**src/rtl/game_sprite_pkg.sv**
```systemverilog
// Shared types and helpers for the sprite bounce driver: FSM states,
// screen-edge limit arithmetic and two's-complement speed helpers.
package game_sprite_pkg;

  typedef enum logic [2:0] {
    S_IDLE,
    S_LAUNCH,
    S_MOVE,
    S_HOLD,
    S_DONE
  } state_e;

  localparam int unsigned DEF_XMAX = 640 - 8;
  localparam int unsigned DEF_YMAX = 480 - 8;

  // Largest top-left coordinate that keeps the sprite fully on screen.
  function automatic int unsigned edge_max(input int unsigned screen, input int unsigned sprite);
    return screen - sprite;
  endfunction

  function automatic logic [31:0] spd_neg(input logic [31:0] v);
    return ~v + 32'd1;
  endfunction

  function automatic logic spd_is_neg(input logic [31:0] v, input int unsigned w);
    return v[w-1];
  endfunction

endpackage

```
**src/rtl/game_sprite_edge_detect.sv**
```systemverilog
// Combinational screen-edge detector: flags which edges the sprite has reached
// given its travel direction, and the position clamped onto the hit edge.
module game_sprite_edge_detect
  import game_sprite_pkg::*;
#(
  parameter int          X_WIDTH  = 10,
  parameter int          Y_WIDTH  = 10,
  parameter int          DX_WIDTH = 2,
  parameter int          DY_WIDTH = 2,
  parameter int unsigned XMAX     = DEF_XMAX,
  parameter int unsigned YMAX     = DEF_YMAX
) (
  input  logic [X_WIDTH-1:0]  x,
  input  logic [Y_WIDTH-1:0]  y,
  input  logic [DX_WIDTH-1:0] dx,
  input  logic [DY_WIDTH-1:0] dy,
  output logic                hit_left,
  output logic                hit_right,
  output logic                hit_top,
  output logic                hit_bottom,
  output logic [X_WIDTH-1:0]  clamp_x,
  output logic [Y_WIDTH-1:0]  clamp_y
);

  localparam logic [X_WIDTH-1:0] XMAX_C = X_WIDTH'(XMAX);
  localparam logic [Y_WIDTH-1:0] YMAX_C = Y_WIDTH'(YMAX);

  logic dx_neg, dx_pos, dy_neg, dy_pos;

  always_comb begin
    dx_neg = spd_is_neg(32'(dx), DX_WIDTH);
    dy_neg = spd_is_neg(32'(dy), DY_WIDTH);
    dx_pos = !dx_neg && (dx != '0);
    dy_pos = !dy_neg && (dy != '0);
    // Moving left past 0 wraps to a large value, so x > XMAX also means "left".
    hit_left   = dx_neg && ((x == '0) || (x > XMAX_C));
    hit_right  = dx_pos && (x >= XMAX_C);
    hit_top    = dy_neg && ((y == '0) || (y > YMAX_C));
    hit_bottom = dy_pos && (y >= YMAX_C);
    clamp_x = hit_left ? '0 : (hit_right  ? XMAX_C : x);
    clamp_y = hit_top  ? '0 : (hit_bottom ? YMAX_C : y);
  end

endmodule

```
**src/rtl/game_sprite_bounce_driver.sv**
```systemverilog
// Launches a sprite, reflects its velocity at screen edges and freezes it on
// stop or after a bounce limit; drives the sprite's write port.
module game_sprite_bounce_driver
  import game_sprite_pkg::*;
#(
  parameter int SCREEN_WIDTH  = 640,
  parameter int SCREEN_HEIGHT = 480,
  parameter int SPRITE_WIDTH  = 8,
  parameter int SPRITE_HEIGHT = 8,
  parameter int X_WIDTH       = 10,
  parameter int Y_WIDTH       = 10,
  parameter int DX_WIDTH      = 2,
  parameter int DY_WIDTH      = 2,
  parameter int COUNT_WIDTH   = 8,
  parameter int MAX_BOUNCES   = 0,
  parameter int HOLD_CYCLES   = 2
) (
  input  logic                   clk,
  input  logic                   reset,
  input  logic                   start,
  input  logic                   stop,
  input  logic [X_WIDTH-1:0]     launch_x,
  input  logic [Y_WIDTH-1:0]     launch_y,
  input  logic [DX_WIDTH-1:0]    launch_dx,
  input  logic [DY_WIDTH-1:0]    launch_dy,
  input  logic [X_WIDTH-1:0]     sprite_x,
  input  logic [Y_WIDTH-1:0]     sprite_y,
  output logic                   sprite_write,
  output logic [X_WIDTH-1:0]     sprite_write_x,
  output logic [Y_WIDTH-1:0]     sprite_write_y,
  output logic [DX_WIDTH-1:0]    sprite_write_dx,
  output logic [DY_WIDTH-1:0]    sprite_write_dy,
  output logic                   busy,
  output logic                   done,
  output logic [COUNT_WIDTH-1:0] bounce_count
);

  localparam int unsigned XMAX = edge_max(SCREEN_WIDTH, SPRITE_WIDTH);
  localparam int unsigned YMAX = edge_max(SCREEN_HEIGHT, SPRITE_HEIGHT);
  localparam int HW = (HOLD_CYCLES > 1) ? $clog2(HOLD_CYCLES) : 1;
  localparam logic [HW-1:0] HOLD_LAST = HW'(HOLD_CYCLES - 1);
  localparam logic [COUNT_WIDTH-1:0] BOUNCE_LIMIT = COUNT_WIDTH'(MAX_BOUNCES);

  state_e state_q, state_d;
  logic [DX_WIDTH-1:0]    dx_q, dx_d;
  logic [DY_WIDTH-1:0]    dy_q, dy_d;
  logic [COUNT_WIDTH-1:0] cnt_q, cnt_d, cnt_inc;
  logic [HW-1:0]          hold_q, hold_d;
  logic                   wr_q, wr_d;
  logic [X_WIDTH-1:0]     wx_q, wx_d, clamp_x;
  logic [Y_WIDTH-1:0]     wy_q, wy_d, clamp_y;
  logic hit_left, hit_right, hit_top, hit_bottom, hit_x, hit_y;
  logic do_launch, do_freeze, do_reflect, do_count;

  game_sprite_edge_detect #(
    .X_WIDTH (X_WIDTH),
    .Y_WIDTH (Y_WIDTH),
    .DX_WIDTH(DX_WIDTH),
    .DY_WIDTH(DY_WIDTH),
    .XMAX    (XMAX),
    .YMAX    (YMAX)
  ) u_edge (
    .x         (sprite_x),
    .y         (sprite_y),
    .dx        (dx_q),
    .dy        (dy_q),
    .hit_left  (hit_left),
    .hit_right (hit_right),
    .hit_top   (hit_top),
    .hit_bottom(hit_bottom),
    .clamp_x   (clamp_x),
    .clamp_y   (clamp_y)
  );

  always_comb begin
    state_d    = state_q;
    hold_d     = hold_q;
    do_launch  = 1'b0;
    do_freeze  = 1'b0;
    do_reflect = 1'b0;
    do_count   = 1'b0;
    hit_x      = hit_left | hit_right;
    hit_y      = hit_top | hit_bottom;
    cnt_inc    = (cnt_q == '1) ? cnt_q : cnt_q + 1'b1;

    // A write may never follow a write, so start/stop wait out a strobe cycle.
    case (state_q)
      S_IDLE, S_DONE: begin
        if (stop) begin
          state_d = S_IDLE;
        end else if (start && !wr_q) begin
          do_launch = 1'b1;
          state_d   = S_LAUNCH;
        end
      end
      S_LAUNCH: begin
        state_d = S_HOLD;
        hold_d  = '0;
      end
      S_HOLD: begin
        if (stop && !wr_q) begin
          do_freeze = 1'b1;
          state_d   = S_IDLE;
        end else if (hold_q == HOLD_LAST) begin
          state_d = S_MOVE;
        end else begin
          hold_d = hold_q + 1'b1;
        end
      end
      S_MOVE: begin
        if (stop) begin
          do_freeze = 1'b1;
          state_d   = S_IDLE;
        end else if (hit_x || hit_y) begin
          do_count = 1'b1;
          if ((MAX_BOUNCES != 0) && (cnt_inc == BOUNCE_LIMIT)) begin
            do_freeze = 1'b1;
            state_d   = S_DONE;
          end else begin
            do_reflect = 1'b1;
            state_d    = S_HOLD;
            hold_d     = '0;
          end
        end
      end
      default: state_d = S_IDLE;
    endcase

    wr_d  = do_launch | do_freeze | do_reflect;
    wx_d  = wx_q;
    wy_d  = wy_q;
    dx_d  = dx_q;
    dy_d  = dy_q;
    cnt_d = do_count ? cnt_inc : cnt_q;
    if (do_launch) begin
      wx_d  = launch_x;
      wy_d  = launch_y;
      dx_d  = launch_dx;
      dy_d  = launch_dy;
      cnt_d = '0;
    end else if (do_freeze) begin
      wx_d = sprite_x;
      wy_d = sprite_y;
      dx_d = '0;
      dy_d = '0;
    end else if (do_reflect) begin
      wx_d = clamp_x;
      wy_d = clamp_y;
      if (hit_x) dx_d = DX_WIDTH'(spd_neg(32'(dx_q)));
      if (hit_y) dy_d = DY_WIDTH'(spd_neg(32'(dy_q)));
    end
  end

  always_ff @(posedge clk or negedge reset) begin
    if (!reset) begin
      state_q <= S_IDLE;
      dx_q    <= '0;
      dy_q    <= '0;
      cnt_q   <= '0;
      hold_q  <= '0;
      wr_q    <= 1'b0;
      wx_q    <= '0;
      wy_q    <= '0;
    end else begin
      state_q <= state_d;
      dx_q    <= dx_d;
      dy_q    <= dy_d;
      cnt_q   <= cnt_d;
      hold_q  <= hold_d;
      wr_q    <= wr_d;
      wx_q    <= wx_d;
      wy_q    <= wy_d;
    end
  end

  // The tracked speed is by construction the last written speed.
  assign sprite_write    = wr_q;
  assign sprite_write_x  = wx_q;
  assign sprite_write_y  = wy_q;
  assign sprite_write_dx = dx_q;
  assign sprite_write_dy = dy_q;
  assign busy            = (state_q == S_LAUNCH) || (state_q == S_MOVE) || (state_q == S_HOLD);
  assign done            = (state_q == S_DONE);
  assign bounce_count    = cnt_q;

endmodule

```
**config.mk**
```make
export PLATFORM = sky130hd
export DESIGN_NAME = game_sprite_bounce_driver
export DESIGN_NICKNAME = d
export VERILOG_FILES = /design/src/rtl/game_sprite_pkg.sv /design/src/rtl/game_sprite_edge_detect.sv /design/src/rtl/game_sprite_bounce_driver.sv
export SDC_FILE = /design/constraint.sdc
export NUM_CORES = 1
export LEC_CHECK = 0
export CORE_ASPECT_RATIO = 0.6
export CORE_MARGIN = 1.5
export CORE_UTILIZATION = 40
export DETAILED_ROUTE_END_ITERATION = 16
export PLACE_DENSITY = 0.74
export RECOVER_POWER = 25
export SLEW_MARGIN = 15
export SYNTH_ARGS = -nofsm -noshare
export SYNTH_HDL_FRONTEND = slang
export SYNTH_SLANG_ARGS = --single-unit
export TNS_END_PERCENT = 30
```
**constraint.sdc**
```tcl
create_clock -name clk -period 2.9 [get_ports clk]
set_input_delay 0.29 -clock clk [delete_from_list [all_inputs] [get_ports clk]]
set_output_delay 0.29 -clock clk [all_outputs]
set_load 0.03 [all_outputs]
```
==> results of run 1 <==
worst paths after layout:
check,to,slack (ns),depth (start not counted)
max,sprite_write_y[0],0.38,8
min,sprite_write_x[7],0.51,1
max in group asynchronous,sprite_write_x[8],1.23,1
min reg2reg,sprite_write_x[7],0.51,1
min in group asynchronous,bounce_count[3],0.53,1
max reg2reg,sprite_write_y[0],0.62,9
cells in the mapped netlist, types with 4 or more instances:
| cell | instances | share of area [%] |
|---|---|---|
| mux2i_1 | 4 | 1.9 |
| nand2_1 | 34 | 6.0 |
| nand3_1 | 9 | 2.1 |
| clkbuf_1 | 5 | 0.88 |
| o21ai_0 | 25 | 5.9 |
| a22o_1 | 7 | 2.9 |
| inv_1 | 6 | 1.1 |
| nor2_1 | 9 | 1.6 |
| a21oi_1 | 12 | 2.8 |
| mux2_4 | 19 | 13 |
| dfrtp_1 | 36 | 42 |
| and3_1 | 4 | 1.2 |
state kept, by name (all words and copies together) (netlist names):
signal / flops
sprite_write_y: 10
sprite_write_dy: 2
hold_q: 1
sprite_write: 1
bounce_count: 8
sprite_write_dx: 2
state_q: 2
sprite_write_x: 10
worst max-delay path: cells and delay by family:
| family | cells | cell delay (ns) |
|---|---|---|
| buffers and inverters | 2 | 0.62 |
| multiplexers | 1 | 0.31 |
| AO/OA/AOI/OAI | 3 | 0.77 |
| AND/OR/NAND/NOR | 2 | 0.69 |
cell type report:
type                       count  area (um2)
clock inverter                 1       30.03
tap                           66       82.58
inverter                       6       22.52
sequential                    36       900.9
fill                         449        1947
multi-input combinational    168        1156
timing repair buffer          88       869.6
clock buffer                   7       96.34
metrics by stage:
step,hold slack [ns],setup WS (ns),cell area (um2)
4_1_cts,0.1208,0.3922,3159
3_3_place_gp,0.4278,0.1484,3033
6_report,0.5119,0.3795,3158
3_5_place_dp,0.4343,0.08847,3033
5_1_grt,0.5381,0.3419,3158
2_1_floorplan,-0.005591,0.6358,2133
cells by family (layout without fill, tap and decap cells):
| family | after synthesis | count (layout) | share of synthesized area, % |
|---|---|---|---|
| multiplexers | 24 | 24 | 15.78 |
| flip-flops | 36 | 36 | 42.23 |
| AND/OR/NAND/NOR | 80 | 80 | 18.36 |
| AO/OA/AOI/OAI | 60 | 60 | 18.12 |
| buffers and inverters | 15 | 102 | 3.578 |
| adder cells (fa/ha/maj) | 3 | 3 | 1.760 |
| other | 1 | 1 | 0.1758 |
power groups by stage:
stage	clock network, mW	logic, mW	registers, mW
global route	0.520	1.94	0.941
global placement	0	1.79	0.912
floorplan	0	0.774	1.27
detailed placement	0	1.82	0.913
finish	0.489	1.82	0.908
CTS	0.494	1.83	0.908
layer usage:
layer | global-route usage [%] | wire [um] | part of all wire (%)
met5 | 0 | 0 | 0
met4 | 6.531 | 57 | 0.91
met3 | 5.071 | 361 | 5.8
met2 | 31.37 | 2535 | 41
met1 | 35.23 | 3287 | 53
==> qor.txt, run 1 <==
Status -> finished, violations left
Violated checks -> capacitance limit, slew limit
Final setup vio count -> 0
Net Switching -> 1.300 mW
Reg clk slew, reported paths -> 0.07 ns
Critical path class -> primary input to flop
VDD IR max -> 0.0004784 V
Cell Int Power -> 1.922 mW
Num CTS Buffers -> 5
Die Width -> 97.28 um
Crit path from -> sprite_y[0]
Most common cell after layout, fill and taps aside -> clkdlybuf4s50_1
Clk sinks -> 36
Layout cells sized above 1 -> 13.07%
# IOs -> 83
CTS Hold Buffers Added -> 0
Crit path launch type -> primary input
Pwr dens -> 1020 nW/um2
Ys Warns -> 0
Number of antenna-violating nets in the routed design -> 0
DRC Markers -> 0
Post-DR wirelength/cell -> 16.78 um
Max stage delay on crit path -> 0.57 ns
GR Overflow Total -> 0
Fmax -> 0.3968 GHz
Crit end category -> flop
Cell count after placement -> 364
Clock network fraction of total power -> 15.2%
CP Cell Sequence -> clkdlybuf4s50_1, or4_4, a21o_1, a211o_2, o21ai_4, nand2_2, buf_12, mux2_4
Number of synthesized flops with an enable pin -> 0
Routed wire length -> 6.243 mm
Reg-to-Reg Start -> sprite_write_dy[1]
Global placement routability congestion -> 0.8325
H-tree Lvls -> 2
Worst EP required -> 3.08 ns
Site Rows -> 20
Die Footprint -> 5795 um2
CTS tree -> done
P&R area growth vs syn -> 48.04%
Worst Tran Pin Value -> 1.956 ns
Hold crit path type -> flop to flop
Slew HR -> -30.42%
# port buffers -> 81
Max Cap Violations -> 1
Switching share of power -> 40.35%
First-pass GRT wire length -> 10.11 mm
Netlist cell types -> 43
Nets -> 356
Worst Clk Skew -> 0.009903 ns
Vias per inst -> 5.398
Setup TNS -> 0 ns
Leakage -> 1.360 nW
Final Max Slew Viols -> 37
Pwr Total -> 3.222 mW
Initial DRC Count -> 106
RSZ-0062 raised after global routing -> no
Tcrit/Tclk final -> 86.91%
Vias in the first global route -> 1,984
Fin crit period -> 2.520 ns
Starting density of the core -> 41.79%
Die Y -> 59.57 um
Yosys reg bits -> 36
Largest net degree at the start of global routing -> 37
Async set-reset flop share out of synthesis -> 100.0%
Global-route usage over all layers -> 22.72%
Worst Path Arrival -> 2.70 ns
Clk root buf -> clkbuf_8
DP Wirelength -> 4.703 mm
Clock insertion delay at the later pin of the skew report -> 0.29 ns
Reg power frac -> 28.2%
Hold Fails Final Rpt -> 0
Syn Nets -> 270
Gate power share -> 56.6%
Ys flop type -> dfrtp_1
# diodes -> 0
Clock Path Buffers -> 2
Fin util -> 61.86%
Syn avg cell area -> 9.741 um2
Drt pass-1 iters -> 4
Min-delay src -> sprite_write_x[7]
Initial antenna violation count -> 0
Vias post-DR -> 2,008
Gate Count Post-Synth -> 219
Final cell count without fillers -> 372
Slowest-stage cell, CP -> or4_4
Post CTS Setup Buffer Count -> 0
Post-synthesis cell area -> 2133 um2
Seq/Total Area, Yosys -> 42.23%
Most frequent cells in the layout -> 80 x clkdlybuf4s50_1, 36 x dfrtp_1, 34 x nand2_1
Resize count post-CTS -> 0
Core area -> 5105 um2
Crit-path max FO -> 19
Power figures use the tool's default switching activity.
==> inputs of run 2 (changes only) <==
--- a/config.mk
+++ b/config.mk
@@ -10,7 +10,6 @@
 export CORE_UTILIZATION = 40
 export DETAILED_ROUTE_END_ITERATION = 16
 export PLACE_DENSITY = 0.74
-export RECOVER_POWER = 25
 export SLEW_MARGIN = 15
 export SYNTH_ARGS = -nofsm -noshare
 export SYNTH_HDL_FRONTEND = slang
==> run 2 against run 1 <==
Effect of this change:
- the flow now finishes without violations
- non-clock buffer count unchanged
- utilization about the same
- clock power hardly changed
- wire length grew 0.42%
- global-route usage unchanged
- final area barely moved
- critical path depth did not move
- clock skew is essentially flat
- sequential share of layout area is essentially flat
- largest cell class unchanged
==> qor.txt, run 2 (synthesized netlist as in run 1, its figures left out) <==
Worst Clk Skew -> 0.01002 ns (+0.0001124 ns)
Post-DR wirelength/cell -> 16.85 um (+0.42%)
Most common cell after layout, fill and taps aside -> clkdlybuf4s50_1
Nets -> 356 (unchanged)
Total of fill cells in the finished design -> 448 (-0.22%)
Area of the multi-input gates -> 1156 um2 (unchanged)
Site Rows -> 20 (unchanged)
Initial antenna violation count -> 0 (unchanged)
Cell count after placement -> 364 (unchanged)
Worst Tran Pin Value -> 0.8128 ns (-1.144 ns)
VDD IR max -> 0.0004780 V (about the same)
Register area -> 900.9 um2 (unchanged)
Max Cap Violations -> 0 (-1)
Global-route usage over all layers -> 22.72% (unchanged)
Post CTS Setup Buffer Count -> 0 (unchanged)
Num CTS Buffers -> 5 (unchanged)
Most frequent cells in the layout -> 80 x clkdlybuf4s50_1, 36 x dfrtp_1, 34 x nand2_1
Setup TNS -> 0 ns (unchanged)
Crit end category -> flop
Fmax -> 0.3963 GHz (-0.10%)
P&R area growth vs syn -> 48.09% (about the same)
Vias in the first global route -> 1,984 (unchanged)
Status -> completed
Final hold slack -> 0.08278 ns (-0.4291 ns)
Worst Path Arrival -> 2.70 ns (about the same)
Clk root buf -> clkbuf_8
Critical path class -> primary input to flop
Final instance area -> 3159 um2 (about the same)
Starting density of the core -> 41.79% (unchanged)
Die Footprint -> 5795 um2 (unchanged)
Hold crit path type -> primary input to async pin
DRC Markers -> 0 (unchanged)
Routed wire length -> 6.269 mm (+0.42%)
CTS tree -> done
Drt pass-1 iters -> 4 (unchanged)
Resize count post-CTS -> 0 (unchanged)
CTS Hold Buffers Added -> 0 (unchanged)
Vias per inst -> 5.371 (-0.50%)
Crit-path max FO -> 19 (unchanged)
Final setup vio count -> 0 (unchanged)
Hold Fails Final Rpt -> 0 (unchanged)
Final Max Slew Viols -> 0 (-100%)
Die Width -> 97.28 um (unchanged)
Pwr dens -> 1021 nW/um2 (about the same)
Vias post-DR -> 1,998 (-0.50%)
# IOs -> 83 (unchanged)
Initial DRC Count -> 106 (unchanged)
Final cell count without fillers -> 372 (unchanged)
Fin crit period -> 2.523 ns (+0.002557 ns)
Crit path launch type -> primary input
RSZ-0062 raised after global routing -> no
DP Worst Slack -> 0.08847 ns (unchanged)
Core area -> 5105 um2 (unchanged)
# diodes -> 0 (unchanged)
Slew HR -> 45.81% (+76 points)
Pwr Total -> 3.225 mW (about the same)
# port buffers -> 81 (unchanged)
First-pass GRT wire length -> 10.11 mm (unchanged)
Reg clk slew, reported paths -> 0.08 ns (about the same)
Number of antenna-violating nets in the routed design -> 0 (unchanged)
Tcrit/Tclk final -> 87.00% (+0.088 points)
H-tree Lvls -> 2 (unchanged)
Die Y -> 59.57 um (unchanged)
Clock insertion delay at the later pin of the skew report -> 0.29 ns (about the same)
Worst EP required -> 3.07 ns (about the same)
Clock Path Buffers -> 2 (unchanged)
Post-Place Cell Area -> 3033 um2 (unchanged)
DP Wirelength -> 4.703 mm (unchanged)
GR Overflow Total -> 0 (unchanged)
Fin util -> 61.89% (about the same)
Clk sinks -> 36 (unchanged)
Leakage -> 1.362 nW (+0.20%)
Largest net degree at the start of global routing -> 37 (unchanged)
Global placement routability congestion -> 0.8325 (unchanged)
Setup ws final -> 0.3770 ns (-0.002557 ns)
Layout cells sized above 1 -> 13.40% (+0.33 points)
-- run 2: cell type report --
class	instances	area share, %
Clock buffer	7	3.050
Sequential cell	36	28.51
Timing Repair Buffer	88	27.56
Multi-Input combinational cell	168	36.59
Tap cell	66	2.614
Inverter	6	0.7129
Clock inverter	1	0.9505
-- run 2: per-layer routing --
layer  vias to the layer above  share of wire, %  track usage (%)
li1                        964                 -                -
met1                       954                53            35.23
met2                        71                40            31.37
met3                         9               5.7            5.071
met4                         0              0.91            6.531
met5                         -                 0                0
-- run 2: power breakdown --
part           switching [mW]  internal, mW  total, mW
logic                   0.933         0.894       1.83
registers               0.184         0.725      0.909
clock network           0.185         0.304      0.489
total                    1.30          1.92       3.22
-- run 2: worst max-delay path, cell delays in order --
cell             delay, ns
clkdlybuf4s50_1       0.42
or4_4                 0.57
a21o_1                0.20
a211o_2               0.37
o21ai_4               0.20
nand2_2               0.12
buf_12                0.20
mux2_4                0.31
-- run 2: worst paths after layout --
kind / from / to / slack, ns / cells past startpoint
max: sprite_y[0] / sprite_write_y[0] / 0.38 / 8
min: reset / bounce_count[3] / 0.08 / 1
max reg2reg: sprite_write_dy[1] / sprite_write_y[0] / 0.61 / 9
min reg2reg: sprite_write_x[7] / sprite_write_x[7] / 0.51 / 1
max in group asynchronous: reset / sprite_write_x[8] / 2.29 / 1
min in group clk: sprite_write_x[7] / sprite_write_x[7] / 0.51 / 1
